===== config.mk =====
export PLATFORM = sky130hd
export DESIGN_NAME = mem_arbiter_flat
export DESIGN_NICKNAME = d
export VERILOG_FILES = /design/src/rtl/mem_arbiter_pkg.sv /design/src/rtl/mem_arbiter_if.sv /design/src/rtl/mem_arbiter_pick.sv /design/src/rtl/mem_arbiter.sv /design/src/flat_wrapper.sv
export SDC_FILE = /design/constraint.sdc
export NUM_CORES = 1
export LEC_CHECK = 0
export CAP_MARGIN = 0
export CORE_MARGIN = 4
export CORE_UTILIZATION = 42
export CTS_CLUSTER_DIAMETER = 120
export CTS_CLUSTER_SIZE = 30
export DETAILED_ROUTE_END_ITERATION = 8
export PLACE_DENSITY = 0.8
export SLEW_MARGIN = 20
export SYNTH_ARGS = -nofsm -noshare
export SYNTH_HDL_FRONTEND = slang
export SYNTH_HIERARCHICAL = 1
export SYNTH_SLANG_ARGS = --single-unit

===== constraint.sdc =====
create_clock -name clk -period 2.89 [get_ports clk]
set_clock_uncertainty 0.15 [all_clocks]
set_input_delay 0.578 -clock clk [delete_from_list [all_inputs] [get_ports clk]]
set_output_delay 0.578 -clock clk [all_outputs]
set_load 0.1 [all_outputs]

===== src/rtl/mem_arbiter_pkg.sv =====
// Shared types and default widths for the two-port memory arbiter
// (fetch port 0, load/store port 1) in front of the UART memory controller.
package mem_arbiter_pkg;

  localparam int unsigned DATA_W_DEF = 32;
  localparam int unsigned ADDR_W_DEF = 32;
  localparam int unsigned RW_LEN_L   = 2;

  typedef enum logic [1:0] {
    ST_IDLE    = 2'd0,
    ST_WAIT    = 2'd1,
    ST_RELEASE = 2'd2
  } arb_state_e;

  typedef enum logic {
    PORT_FETCH = 1'b0,
    PORT_LSU   = 1'b1
  } port_id_e;

  typedef struct packed {
    logic     valid;
    port_id_e port;
    logic     wr;
  } grant_t;

endpackage


===== src/rtl/mem_arbiter_if.sv =====
// Requester-side and controller-side signals of the memory arbiter.
// The master modport is the arbiter's view; slave is the pipeline/controller view.
interface mem_arbiter_if
  import mem_arbiter_pkg::*;
#(
  parameter int unsigned DW = DATA_W_DEF,
  parameter int unsigned AW = ADDR_W_DEF
);
  logic                p0_re;
  logic [AW-1:0]       p0_raddr;
  logic [RW_LEN_L-1:0] p0_rlen;
  logic                p0_rack;
  logic [DW-1:0]       p0_dout;

  logic                p1_re;
  logic                p1_we;
  logic [AW-1:0]       p1_raddr;
  logic [AW-1:0]       p1_waddr;
  logic [DW-1:0]       p1_din;
  logic [RW_LEN_L-1:0] p1_rlen;
  logic [RW_LEN_L-1:0] p1_wlen;
  logic                p1_rack;
  logic                p1_wack;
  logic [DW-1:0]       p1_dout;

  logic                c_re;
  logic                c_we;
  logic [AW-1:0]       c_raddr;
  logic [AW-1:0]       c_waddr;
  logic [DW-1:0]       c_din;
  logic [RW_LEN_L-1:0] c_rlen;
  logic [RW_LEN_L-1:0] c_wlen;
  logic [DW-1:0]       c_dout;
  logic                c_rack;
  logic                c_wack;

  modport master (
    input  p0_re, p0_raddr, p0_rlen,
    output p0_rack, p0_dout,
    input  p1_re, p1_we, p1_raddr, p1_waddr, p1_din, p1_rlen, p1_wlen,
    output p1_rack, p1_wack, p1_dout,
    output c_re, c_we, c_raddr, c_waddr, c_din, c_rlen, c_wlen,
    input  c_dout, c_rack, c_wack
  );

  modport slave (
    output p0_re, p0_raddr, p0_rlen,
    input  p0_rack, p0_dout,
    output p1_re, p1_we, p1_raddr, p1_waddr, p1_din, p1_rlen, p1_wlen,
    input  p1_rack, p1_wack, p1_dout,
    input  c_re, c_we, c_raddr, c_waddr, c_din, c_rlen, c_wlen,
    output c_dout, c_rack, c_wack
  );

endinterface


===== src/rtl/mem_arbiter_pick.sv =====
// Round-robin grant picker: on a tie the port not served last wins;
// the LSU port issues its store before a simultaneously pending load.
module mem_arbiter_pick
  import mem_arbiter_pkg::*;
(
  input  logic     p0_re,
  input  logic     p1_re,
  input  logic     p1_we,
  input  port_id_e last_gnt,
  output grant_t   gnt
);

  logic     p1_req_s;
  port_id_e other_s;

  assign p1_req_s = p1_re | p1_we;
  assign other_s  = (last_gnt == PORT_FETCH) ? PORT_LSU : PORT_FETCH;

  // Pick the winning port and the kind of access it gets
  always_comb begin
    gnt = '{valid: 1'b0, port: PORT_FETCH, wr: 1'b0};
    if (p0_re && p1_req_s) begin
      gnt.valid = 1'b1;
      gnt.port  = other_s;
    end else if (p0_re) begin
      gnt.valid = 1'b1;
      gnt.port  = PORT_FETCH;
    end else if (p1_req_s) begin
      gnt.valid = 1'b1;
      gnt.port  = PORT_LSU;
    end else begin
      gnt.valid = 1'b0;
    end
    gnt.wr = (gnt.port == PORT_LSU) && p1_we;
  end

endmodule


===== src/rtl/mem_arbiter.sv =====
// Two-port arbiter in front of the UART memory controller: one transaction in
// flight, registered strobes and ack pulses, watchdog-bounded wait, sticky err.
module mem_arbiter
  import mem_arbiter_pkg::*;
#(
  parameter int unsigned C_DATA_L = DATA_W_DEF,
  parameter int unsigned MADDR_L  = ADDR_W_DEF,
  parameter int unsigned TO_CYC   = 4096
) (
  input  logic          clk,
  input  logic          rst,
  mem_arbiter_if.master bus,
  output logic          err
);

  localparam int unsigned     WD_W   = $clog2(TO_CYC);
  localparam logic [WD_W-1:0] WD_MAX = WD_W'(TO_CYC - 1);

  arb_state_e          state_r, state_nxt_s;
  port_id_e            last_gnt_r, last_gnt_nxt_s;
  logic                cur_wr_r, cur_wr_nxt_s;
  logic [WD_W-1:0]     wd_r, wd_nxt_s;
  logic                c_re_r, c_re_nxt_s, c_we_r, c_we_nxt_s;
  logic [MADDR_L-1:0]  c_raddr_r, c_raddr_nxt_s, c_waddr_r, c_waddr_nxt_s;
  logic [C_DATA_L-1:0] c_din_r, c_din_nxt_s;
  logic [RW_LEN_L-1:0] c_rlen_r, c_rlen_nxt_s, c_wlen_r, c_wlen_nxt_s;
  logic                p0_rack_r, p0_rack_nxt_s, p1_rack_r, p1_rack_nxt_s;
  logic                p1_wack_r, p1_wack_nxt_s, err_r, err_nxt_s;
  logic [C_DATA_L-1:0] p0_dout_r, p0_dout_nxt_s, p1_dout_r, p1_dout_nxt_s;

  grant_t              gnt_s;
  logic                ack_hit_s, timeout_s, done_s;
  logic [C_DATA_L-1:0] rdata_s;

  mem_arbiter_pick u_pick (
    .p0_re    (bus.p0_re),
    .p1_re    (bus.p1_re),
    .p1_we    (bus.p1_we),
    .last_gnt (last_gnt_r),
    .gnt      (gnt_s)
  );

  // Only the ack matching the issued kind counts; anything else is left to the watchdog
  assign ack_hit_s = cur_wr_r ? bus.c_wack : bus.c_rack;
  assign timeout_s = !ack_hit_s && (wd_r == WD_MAX);
  assign done_s    = ack_hit_s || timeout_s;
  assign rdata_s   = timeout_s ? {C_DATA_L{1'b0}} : bus.c_dout;

  // State register
  always_ff @(posedge clk or negedge rst) begin
    if (!rst) begin
      state_r <= ST_IDLE;
    end else begin
      state_r <= state_nxt_s;
    end
  end

  // Next-state logic
  always_comb begin
    state_nxt_s = state_r;
    case (state_r)
      ST_IDLE:    if (gnt_s.valid) state_nxt_s = ST_WAIT;    else state_nxt_s = ST_IDLE;
      ST_WAIT:    if (done_s)      state_nxt_s = ST_RELEASE; else state_nxt_s = ST_WAIT;
      ST_RELEASE: if (!bus.c_rack && !bus.c_wack) state_nxt_s = ST_IDLE;
                  else state_nxt_s = ST_RELEASE;
      default:    state_nxt_s = ST_IDLE;
    endcase
  end

  // Next values of every registered output and transaction bookkeeping
  always_comb begin
    last_gnt_nxt_s = last_gnt_r;
    cur_wr_nxt_s   = cur_wr_r;
    wd_nxt_s       = wd_r;
    c_re_nxt_s     = c_re_r;
    c_we_nxt_s     = c_we_r;
    c_raddr_nxt_s  = c_raddr_r;
    c_waddr_nxt_s  = c_waddr_r;
    c_din_nxt_s    = c_din_r;
    c_rlen_nxt_s   = c_rlen_r;
    c_wlen_nxt_s   = c_wlen_r;
    p0_rack_nxt_s  = 1'b0;
    p1_rack_nxt_s  = 1'b0;
    p1_wack_nxt_s  = 1'b0;
    p0_dout_nxt_s  = p0_dout_r;
    p1_dout_nxt_s  = p1_dout_r;
    err_nxt_s      = err_r;
    case (state_r)
      ST_IDLE: begin
        if (gnt_s.valid) begin
          last_gnt_nxt_s = gnt_s.port;
          cur_wr_nxt_s   = gnt_s.wr;
          wd_nxt_s       = {WD_W{1'b0}};
          if (gnt_s.port == PORT_FETCH) begin
            c_re_nxt_s    = 1'b1;
            c_raddr_nxt_s = bus.p0_raddr;
            c_rlen_nxt_s  = bus.p0_rlen;
          end else if (gnt_s.wr) begin
            c_we_nxt_s    = 1'b1;
            c_waddr_nxt_s = bus.p1_waddr;
            c_din_nxt_s   = bus.p1_din;
            c_wlen_nxt_s  = bus.p1_wlen;
          end else begin
            c_re_nxt_s    = 1'b1;
            c_raddr_nxt_s = bus.p1_raddr;
            c_rlen_nxt_s  = bus.p1_rlen;
          end
        end else begin
          wd_nxt_s = wd_r;
        end
      end
      ST_WAIT: begin
        if (done_s) begin
          c_re_nxt_s = 1'b0;
          c_we_nxt_s = 1'b0;
          if (timeout_s) err_nxt_s = 1'b1; else err_nxt_s = err_r;
          if (cur_wr_r) begin
            p1_wack_nxt_s = 1'b1;
          end else if (last_gnt_r == PORT_FETCH) begin
            p0_rack_nxt_s = 1'b1;
            p0_dout_nxt_s = rdata_s;
          end else begin
            p1_rack_nxt_s = 1'b1;
            p1_dout_nxt_s = rdata_s;
          end
        end else begin
          wd_nxt_s = wd_r + WD_W'(1);
        end
      end
      ST_RELEASE: wd_nxt_s = wd_r;
      default:    wd_nxt_s = {WD_W{1'b0}};
    endcase
  end

  // Output and datapath registers; reset abandons any transaction in flight
  always_ff @(posedge clk or negedge rst) begin
    if (!rst) begin
      last_gnt_r <= PORT_LSU;
      cur_wr_r   <= 1'b0;
      wd_r       <= {WD_W{1'b0}};
      c_re_r     <= 1'b0;
      c_we_r     <= 1'b0;
      c_raddr_r  <= {MADDR_L{1'b0}};
      c_waddr_r  <= {MADDR_L{1'b0}};
      c_din_r    <= {C_DATA_L{1'b0}};
      c_rlen_r   <= {RW_LEN_L{1'b0}};
      c_wlen_r   <= {RW_LEN_L{1'b0}};
      p0_rack_r  <= 1'b0;
      p1_rack_r  <= 1'b0;
      p1_wack_r  <= 1'b0;
      p0_dout_r  <= {C_DATA_L{1'b0}};
      p1_dout_r  <= {C_DATA_L{1'b0}};
      err_r      <= 1'b0;
    end else begin
      last_gnt_r <= last_gnt_nxt_s;
      cur_wr_r   <= cur_wr_nxt_s;
      wd_r       <= wd_nxt_s;
      c_re_r     <= c_re_nxt_s;
      c_we_r     <= c_we_nxt_s;
      c_raddr_r  <= c_raddr_nxt_s;
      c_waddr_r  <= c_waddr_nxt_s;
      c_din_r    <= c_din_nxt_s;
      c_rlen_r   <= c_rlen_nxt_s;
      c_wlen_r   <= c_wlen_nxt_s;
      p0_rack_r  <= p0_rack_nxt_s;
      p1_rack_r  <= p1_rack_nxt_s;
      p1_wack_r  <= p1_wack_nxt_s;
      p0_dout_r  <= p0_dout_nxt_s;
      p1_dout_r  <= p1_dout_nxt_s;
      err_r      <= err_nxt_s;
    end
  end

  assign bus.c_re    = c_re_r;
  assign bus.c_we    = c_we_r;
  assign bus.c_raddr = c_raddr_r;
  assign bus.c_waddr = c_waddr_r;
  assign bus.c_din   = c_din_r;
  assign bus.c_rlen  = c_rlen_r;
  assign bus.c_wlen  = c_wlen_r;
  assign bus.p0_rack = p0_rack_r;
  assign bus.p1_rack = p1_rack_r;
  assign bus.p1_wack = p1_wack_r;
  assign bus.p0_dout = p0_dout_r;
  assign bus.p1_dout = p1_dout_r;
  assign err         = err_r;

endmodule


===== src/flat_wrapper.sv =====
// flat-port wrapper written by rule: the top's interface ports become plain ports
module mem_arbiter_flat import mem_arbiter_pkg::*;
#(
  parameter int unsigned C_DATA_L = DATA_W_DEF,
  parameter int unsigned MADDR_L  = ADDR_W_DEF,
  parameter int unsigned TO_CYC   = 4096
)
  (clk, rst, err, bus_p0_re, bus_p0_raddr, bus_p0_rlen, bus_p0_rack, bus_p0_dout, bus_p1_re, bus_p1_we, bus_p1_raddr, bus_p1_waddr, bus_p1_din, bus_p1_rlen, bus_p1_wlen, bus_p1_rack, bus_p1_wack, bus_p1_dout, bus_c_re, bus_c_we, bus_c_raddr, bus_c_waddr, bus_c_din, bus_c_rlen, bus_c_wlen, bus_c_dout, bus_c_rack, bus_c_wack);
  mem_arbiter_if #(.DW(32), .AW(32)) bus_i ();
  input  logic clk;
  input  logic rst;
  output logic err;
  input wire logic [$bits(bus_i.p0_re)-1:0] bus_p0_re;
  input wire logic [$bits(bus_i.p0_raddr)-1:0] bus_p0_raddr;
  input wire logic [$bits(bus_i.p0_rlen)-1:0] bus_p0_rlen;
  output wire logic [$bits(bus_i.p0_rack)-1:0] bus_p0_rack;
  output wire logic [$bits(bus_i.p0_dout)-1:0] bus_p0_dout;
  input wire logic [$bits(bus_i.p1_re)-1:0] bus_p1_re;
  input wire logic [$bits(bus_i.p1_we)-1:0] bus_p1_we;
  input wire logic [$bits(bus_i.p1_raddr)-1:0] bus_p1_raddr;
  input wire logic [$bits(bus_i.p1_waddr)-1:0] bus_p1_waddr;
  input wire logic [$bits(bus_i.p1_din)-1:0] bus_p1_din;
  input wire logic [$bits(bus_i.p1_rlen)-1:0] bus_p1_rlen;
  input wire logic [$bits(bus_i.p1_wlen)-1:0] bus_p1_wlen;
  output wire logic [$bits(bus_i.p1_rack)-1:0] bus_p1_rack;
  output wire logic [$bits(bus_i.p1_wack)-1:0] bus_p1_wack;
  output wire logic [$bits(bus_i.p1_dout)-1:0] bus_p1_dout;
  output wire logic [$bits(bus_i.c_re)-1:0] bus_c_re;
  output wire logic [$bits(bus_i.c_we)-1:0] bus_c_we;
  output wire logic [$bits(bus_i.c_raddr)-1:0] bus_c_raddr;
  output wire logic [$bits(bus_i.c_waddr)-1:0] bus_c_waddr;
  output wire logic [$bits(bus_i.c_din)-1:0] bus_c_din;
  output wire logic [$bits(bus_i.c_rlen)-1:0] bus_c_rlen;
  output wire logic [$bits(bus_i.c_wlen)-1:0] bus_c_wlen;
  input wire logic [$bits(bus_i.c_dout)-1:0] bus_c_dout;
  input wire logic [$bits(bus_i.c_rack)-1:0] bus_c_rack;
  input wire logic [$bits(bus_i.c_wack)-1:0] bus_c_wack;
  assign bus_i.p0_re = bus_p0_re;
  assign bus_i.p0_raddr = bus_p0_raddr;
  assign bus_i.p0_rlen = bus_p0_rlen;
  assign bus_p0_rack = bus_i.p0_rack;
  assign bus_p0_dout = bus_i.p0_dout;
  assign bus_i.p1_re = bus_p1_re;
  assign bus_i.p1_we = bus_p1_we;
  assign bus_i.p1_raddr = bus_p1_raddr;
  assign bus_i.p1_waddr = bus_p1_waddr;
  assign bus_i.p1_din = bus_p1_din;
  assign bus_i.p1_rlen = bus_p1_rlen;
  assign bus_i.p1_wlen = bus_p1_wlen;
  assign bus_p1_rack = bus_i.p1_rack;
  assign bus_p1_wack = bus_i.p1_wack;
  assign bus_p1_dout = bus_i.p1_dout;
  assign bus_c_re = bus_i.c_re;
  assign bus_c_we = bus_i.c_we;
  assign bus_c_raddr = bus_i.c_raddr;
  assign bus_c_waddr = bus_i.c_waddr;
  assign bus_c_din = bus_i.c_din;
  assign bus_c_rlen = bus_i.c_rlen;
  assign bus_c_wlen = bus_i.c_wlen;
  assign bus_i.c_dout = bus_c_dout;
  assign bus_i.c_rack = bus_c_rack;
  assign bus_i.c_wack = bus_c_wack;
  mem_arbiter #(.C_DATA_L(C_DATA_L), .MADDR_L(MADDR_L), .TO_CYC(TO_CYC)) u_core (.clk(clk), .rst(rst), .bus(bus_i), .err(err));
endmodule

## Word-level counts from Yosys, hierarchy flattened

Cells that the tools add are included.
W data, S select, Z words.

- Add/sub/neg operators: 1
- Multipliers: 0
- Div/mod/pow operators: 0
- $lt $le $gt $ge: 0
- Equal/unequal tests: 10
- Shifts and indexed selects: 0
- Multiplexer cells: 36
- Bitwise operators: 4
- Reductions and logical operators: 19

Operators with widths:

| cell | number |
|---|---|
| $mux W32 | 3 |
| $pmux W12 S3 | 1 |
| $mux W12 | 2 |
| $mux W1 | 21 |
| $reduce_and A4 Y1 | 4 |
| $add A12 B1 Y12 const B | 1 |
| $eq A12 B12 Y1 const B | 1 |
| $mux W2 | 6 |
| $reduce_and A3 Y1 | 3 |
| $ne A2 B1 Y1 const B | 4 |
| $pmux W2 S3 | 1 |
| $reduce_and A5 Y1 | 1 |
| $logic_and A1 B1 Y1 | 4 |
| $ne A2 B2 Y1 const B | 2 |
| $pmux W1 S2 | 2 |
| $logic_not A1 Y1 | 3 |
| $ne A3 B3 Y1 const B | 1 |
| $not A1 Y1 | 3 |
| $eq A2 B1 Y1 const B | 1 |
| $eq A2 B2 Y1 const B | 1 |
| $logic_not A2 Y1 | 1 |
| $reduce_and A2 Y1 | 1 |
| $reduce_bool A2 Y1 | 1 |
| $logic_or A1 B1 Y1 | 1 |
| $or A1 B1 Y1 | 1 |

- Flip-flop bits (word level): 186
- Bits in latches: 0
- Memory bits (writable): 0
- ROM bits: 0
- Input port bits: 173
- Logic and storage cells: 87
- Memories kept: 0

## Longest topological paths before layout

- Depth after elaboration: 9
- Mapped depth: 7
- Depth with buffers taken out: 5

## Hierarchy

Netlist, hierarchy kept.

By module, submodules not included:

| module | times used | cells an instance | area an instance (um^2) | sequential area each (um^2) |
|---|---|---|---|---|
| mem_arbiter | 1 | 607 | 7722.4 | 4655.7 |
| mem_arbiter_pick | 1 | 3 | 22.5 | 0.0 |

## Least setup slack after synthesis

No wires, ideal clock.

- Path type: input port to flip-flop
- From: in bus_p1_re
- To: reg u_core.c_din_r[14], in the netlist u_core/bus.c_din[14]
- Library setup time: 0.128 ns
- Arrival time: 2.016 ns
- Required time: 2.612 ns
- Path slack: 0.596 ns
- Stages: 7
- Path buffers: 3
- Cell sequence: or3_1 or3b_1 clkbuf_1 nor2_2 buf_4 buf_4 mux2_1

- Longest elaborated chain between the ends: 6
- Elaborated cells on any way between the ends: 7

RTL lines:

| item | line | text |
|---|---|---|
| start, declared | flat_wrapper.sv:18 | `input wire logic [$bits(bus_i.p1_re)-1:0] bus_p1_re;` |
| $or A1 B1 Y1 (*) | mem_arbiter_pick.sv:16 | `assign p1_req_s = p1_re \| p1_we;` |
| $mux W1 | mem_arbiter_pick.sv:28 | `end else if (p1_req_s) begin` |
| $mux W2 | mem_arbiter_pick.sv:25 | `end else if (p0_re) begin` |
| $mux W2 (*) | mem_arbiter_pick.sv:22 | `if (p0_re && p1_req_s) begin` |
| $logic_and A1 B1 Y1 | mem_arbiter_pick.sv:34 | `gnt.wr = (gnt.port == PORT_LSU) && p1_we;` |
| $reduce_and A4 Y1 (no source line) (*) | - |  |
| end signal, assigned | mem_arbiter.sv:145 | `c_din_r <= {C_DATA_L{1'b0}};` |
| end signal, assigned | mem_arbiter.sv:162 | `c_din_r <= c_din_nxt_s;` |
| end, declared | mem_arbiter.sv:25 | `logic [C_DATA_L-1:0] c_din_r, c_din_nxt_s;` |

Every way passes the cells marked *; elsewhere a longest branch is shown, timed or not.
A chain may end at the register's enable or synchronous reset.

==> out/qor.log <==
INFO  synth          synth.avg_cell_area=12.7µm²
INFO  global_routing maximum_number_of_pins_on_one_net_before_global_route_repair=64
INFO  drt            route.top_layer_used=met4
INFO  final_layout   num_antenna_cells=0
INFO  final_layout   area_delta_synth_final=51.3%
INFO  timing         worst_slew_pin_slew=0.631ns
INFO  timing         final.setup.worst_slack=0.575ns
INFO  synth          synthesis.nets=784
INFO  drt            drc=0
INFO  synth          post_synth_inst_count=610
INFO  placed_design  portBuffers=342
INFO  cts            ctsHtreeMaxLevel=4
INFO  synth          synth-main-ff-cell=sky130_fd_sc_hd__dfrtp_1
INFO  final_layout   post_route_cell_area=0.0117mm²
INFO  cts            clkTransAtPathRegs=0.07ns
INFO  drt            viasPerCell=5.06
INFO  die            design.portCount=343
INFO  cts            cts_root_buf=sky130_fd_sc_hd__clkbuf_16
INFO  synth          ys_ff_latch=186
INFO  global_routing grt_pass1_wl=33,700µm
INFO  drt            wl_met2=10,900µm
INFO  global_routing grt_pass1_vias=6,385
INFO  placed_design  gp_routability_congestion=0.791
INFO  global_routing final_global_route_overflow_total=0
INFO  final_layout   most-common-layout-cells=sky130_fd_sc_hd__buf_4, sky130_fd_sc_hd__dfrtp_1, sky130_fd_sc_hd__clkdlybuf4s50_1, sky130_fd_sc_hd__mux2_1, sky130_fd_sc_hd__mux2i_1
INFO  timing         final_max_slew_viol_count=0
INFO  cts            number_of_buffers_on_the_longest_clock_path=2
INFO  placed_design  placed_cell_area=0.0112mm²
INFO  drt            wire_per_inst=18.0µm
INFO  setup_path     req_time_crit_path=3.04ns
INFO  setup_path     end_kind=flop
INFO  setup_path     criticalPathCategory=input pin to flop
INFO  drt            detail_route.iter0.violations=206
INFO  cts            cts_tree=built
INFO  drt            met1Wirelength=8210µm
INFO  final_layout   layout_commonest_cell=sky130_fd_sc_hd__buf_4
INFO  timing         hold_viol=8
INFO  global_routing antenna_violations_before_repair=0
INFO  timing         slew-limit-headroom=57.9%
INFO  setup_path     critPathLaunchType=input pin
INFO  run_status     run_status=finished, violations left
INFO  synth          synthDistinctLibCells=51
INFO  global_routing grt_usage=20.8%
INFO  setup_path     worst_ep_arrival_time=2.46ns
INFO  timing         timing.fmax=432MHz
INFO  synth          synthDominantAreaCellType=sky130_fd_sc_hd__dfrtp_1
INFO  synth          ys_seq_area_share=60.1%
INFO  flow_run       cap_violations=0
INFO  drt            wl=21,600µm
INFO  synth          synth_top_cell_area_share=59.8%
INFO  timing         post-route-period-util=80.1%
INFO  final_layout   finalNetCount=1,131
INFO  synth          syn_area=0.00774mm²
INFO  drt            detail-route-antenna-nets=0
INFO  min_path       holdCritPathClass=input pin to asynchronous set/reset pin
INFO  timing         setup_viol=0
INFO  cts            clock_sink_count=186
INFO  drt            dr.pass1.iters=4
INFO  cts            worst_skew_pair.late_latency=0.41ns
INFO  die            start_util=43.0%
INFO  placed_design  dpl.hpwl=16,400µm
INFO  drt            met3RoutedLength=1920µm
INFO  die            design.die.area=0.0207mm²
INFO  placed_design  dpl_worst_slack=0.125ns
INFO  synth          synth_async_sr_flop_share=100%
INFO  timing         unrepaired_setup_endpoints_after_global_routing=false
INFO  synth          main_area_contributors_after_synthesis=sky130_fd_sc_hd__dfrtp_1, sky130_fd_sc_hd__mux2_1, sky130_fd_sc_hd__mux2i_1
INFO  cts            cts_resized=0
INFO  timing         hold_slack=-0.0162ns
INFO  die            die_height=144µm
INFO  cts            cts_inserted_buffers=17
INFO  die            core_area=0.0180mm²
INFO  timing         timing.final.crit_period=2.32ns
INFO  final_layout   layout-drive-gt1-share=24.7%
INFO  cts            postCtsSetupBuffers=0
INFO  synth          number_of_enable_type_register_cells_in_the_synthesized_netlist=0
INFO  drt            vias=6,057
INFO  synth          synth.yosys.warnings=6
INFO  setup_path     critPathMaxFanout=14
INFO  die            die_span_x=144µm
INFO  timing         final.setup.tns=0ns
INFO  die            std_cell_rows=49
INFO  cts            holdBufCountCts=0
INFO  run_status     violations=hold timing
## flip-flops by register name (all words and copies together), names as in the netlist, 2 cells and up
signal,flops
u_core/bus.c_din,32
u_core/bus.c_raddr,32
u_core/bus.c_rlen,2
u_core/bus.c_waddr,32
u_core/bus.c_wlen,2
u_core/bus.p0_dout,32
u_core/bus.p1_dout,32
u_core/state_r,2
u_core/wd_r,12
## cell usage after synthesis, types with 3 or more instances
library cell                 n
sky130_fd_sc_hd__a21o_1      3
sky130_fd_sc_hd__a21oi_1    37
sky130_fd_sc_hd__a32o_1     32
sky130_fd_sc_hd__and3_1      3
sky130_fd_sc_hd__buf_2      19
sky130_fd_sc_hd__buf_4       4
sky130_fd_sc_hd__buf_6       3
sky130_fd_sc_hd__clkbuf_1   12
sky130_fd_sc_hd__dfrtp_1   185
sky130_fd_sc_hd__inv_1      34
sky130_fd_sc_hd__mux2_1     68
sky130_fd_sc_hd__mux2i_1    67
sky130_fd_sc_hd__nand2_1    41
sky130_fd_sc_hd__nand3_1     7
sky130_fd_sc_hd__nor2_1     38
sky130_fd_sc_hd__o21ai_1     3
sky130_fd_sc_hd__o31ai_1    10
## routing by layer
metal	vias up	track usage, %
li1	2848	-
met1	2942	24.4
met2	228	35.4
met3	39	7.09
met4	0	8.18
met5	-	0
## cell type report
cell class | instances | area [µm²]
clock inverter | 9 | 90.1
clock buffer | 22 | 474
timing repair buffer | 367 | 3290
inverter | 36 | 135
multi-input combinational | 349 | 2790
fill | 1423 | 6310
sequential | 186 | 4660
tap | 229 | 287
## through the flow
step	utilization [%]	hold slack, ns	instances
floorplan	-	0.132	610
global placement	61.9	0.310	1167
detailed placement	61.9	0.316	1167
CTS	65.0	0.00996	1198
global route	65.0	0.0223	1198
finish	65.0	-0.0162	1198
## critical path: stages
cell	delay [ns]
sky130_fd_sc_hd__clkdlybuf4s50_1	0.52
sky130_fd_sc_hd__or3_1	0.13
sky130_fd_sc_hd__or3b_1	0.40
sky130_fd_sc_hd__nor2_4	0.22
sky130_fd_sc_hd__buf_4	0.26
sky130_fd_sc_hd__mux2_1	0.35
## final timing paths
path / start / to / slack [ns] / cells past startpoint
setup / recovery: bus_p1_re / u_core/bus.c_din[6]$_DFFE_PN0P_ / 0.57 / 6
hold / removal: rst / u_core/bus.c_din[25]$_DFFE_PN0P_ / -0.02 / 1
setup reg to reg: u_core/wd_r[0]$_DFFE_PN0P_ / u_core/wd_r[10]$_DFFE_PN0P_ / 0.64 / 6
hold reg to reg: u_core/err$_DFFE_PN0P_ / u_core/err$_DFFE_PN0P_ / 0.33 / 1
max in group asynchronous: rst / u_core/bus.c_din[21]$_DFFE_PN0P_ / 1.82 / 2
min in group clk: u_core/err$_DFFE_PN0P_ / u_core/err$_DFFE_PN0P_ / 0.33 / 1
## kinds of logic (layout without fill, tap and decap cells)
kind of cell / Yosys count / after routing / share of synthesized area (%)
DFF: 186 / 186 / 60.1
muxes: 136 / 136 / 18.7
and+or+nand+nor: 110 / 110 / 6.69
AOI/OAI and AO/OA: 102 / 102 / 9.87
adders and majority gates: 1 / 1 / 0.162
buffers and inverters: 75 / 434 / 4.43
Power is left out: the tool's default activity adds up to more than one toggle a clock period on the data nets, which glitch-free logic cannot reach.
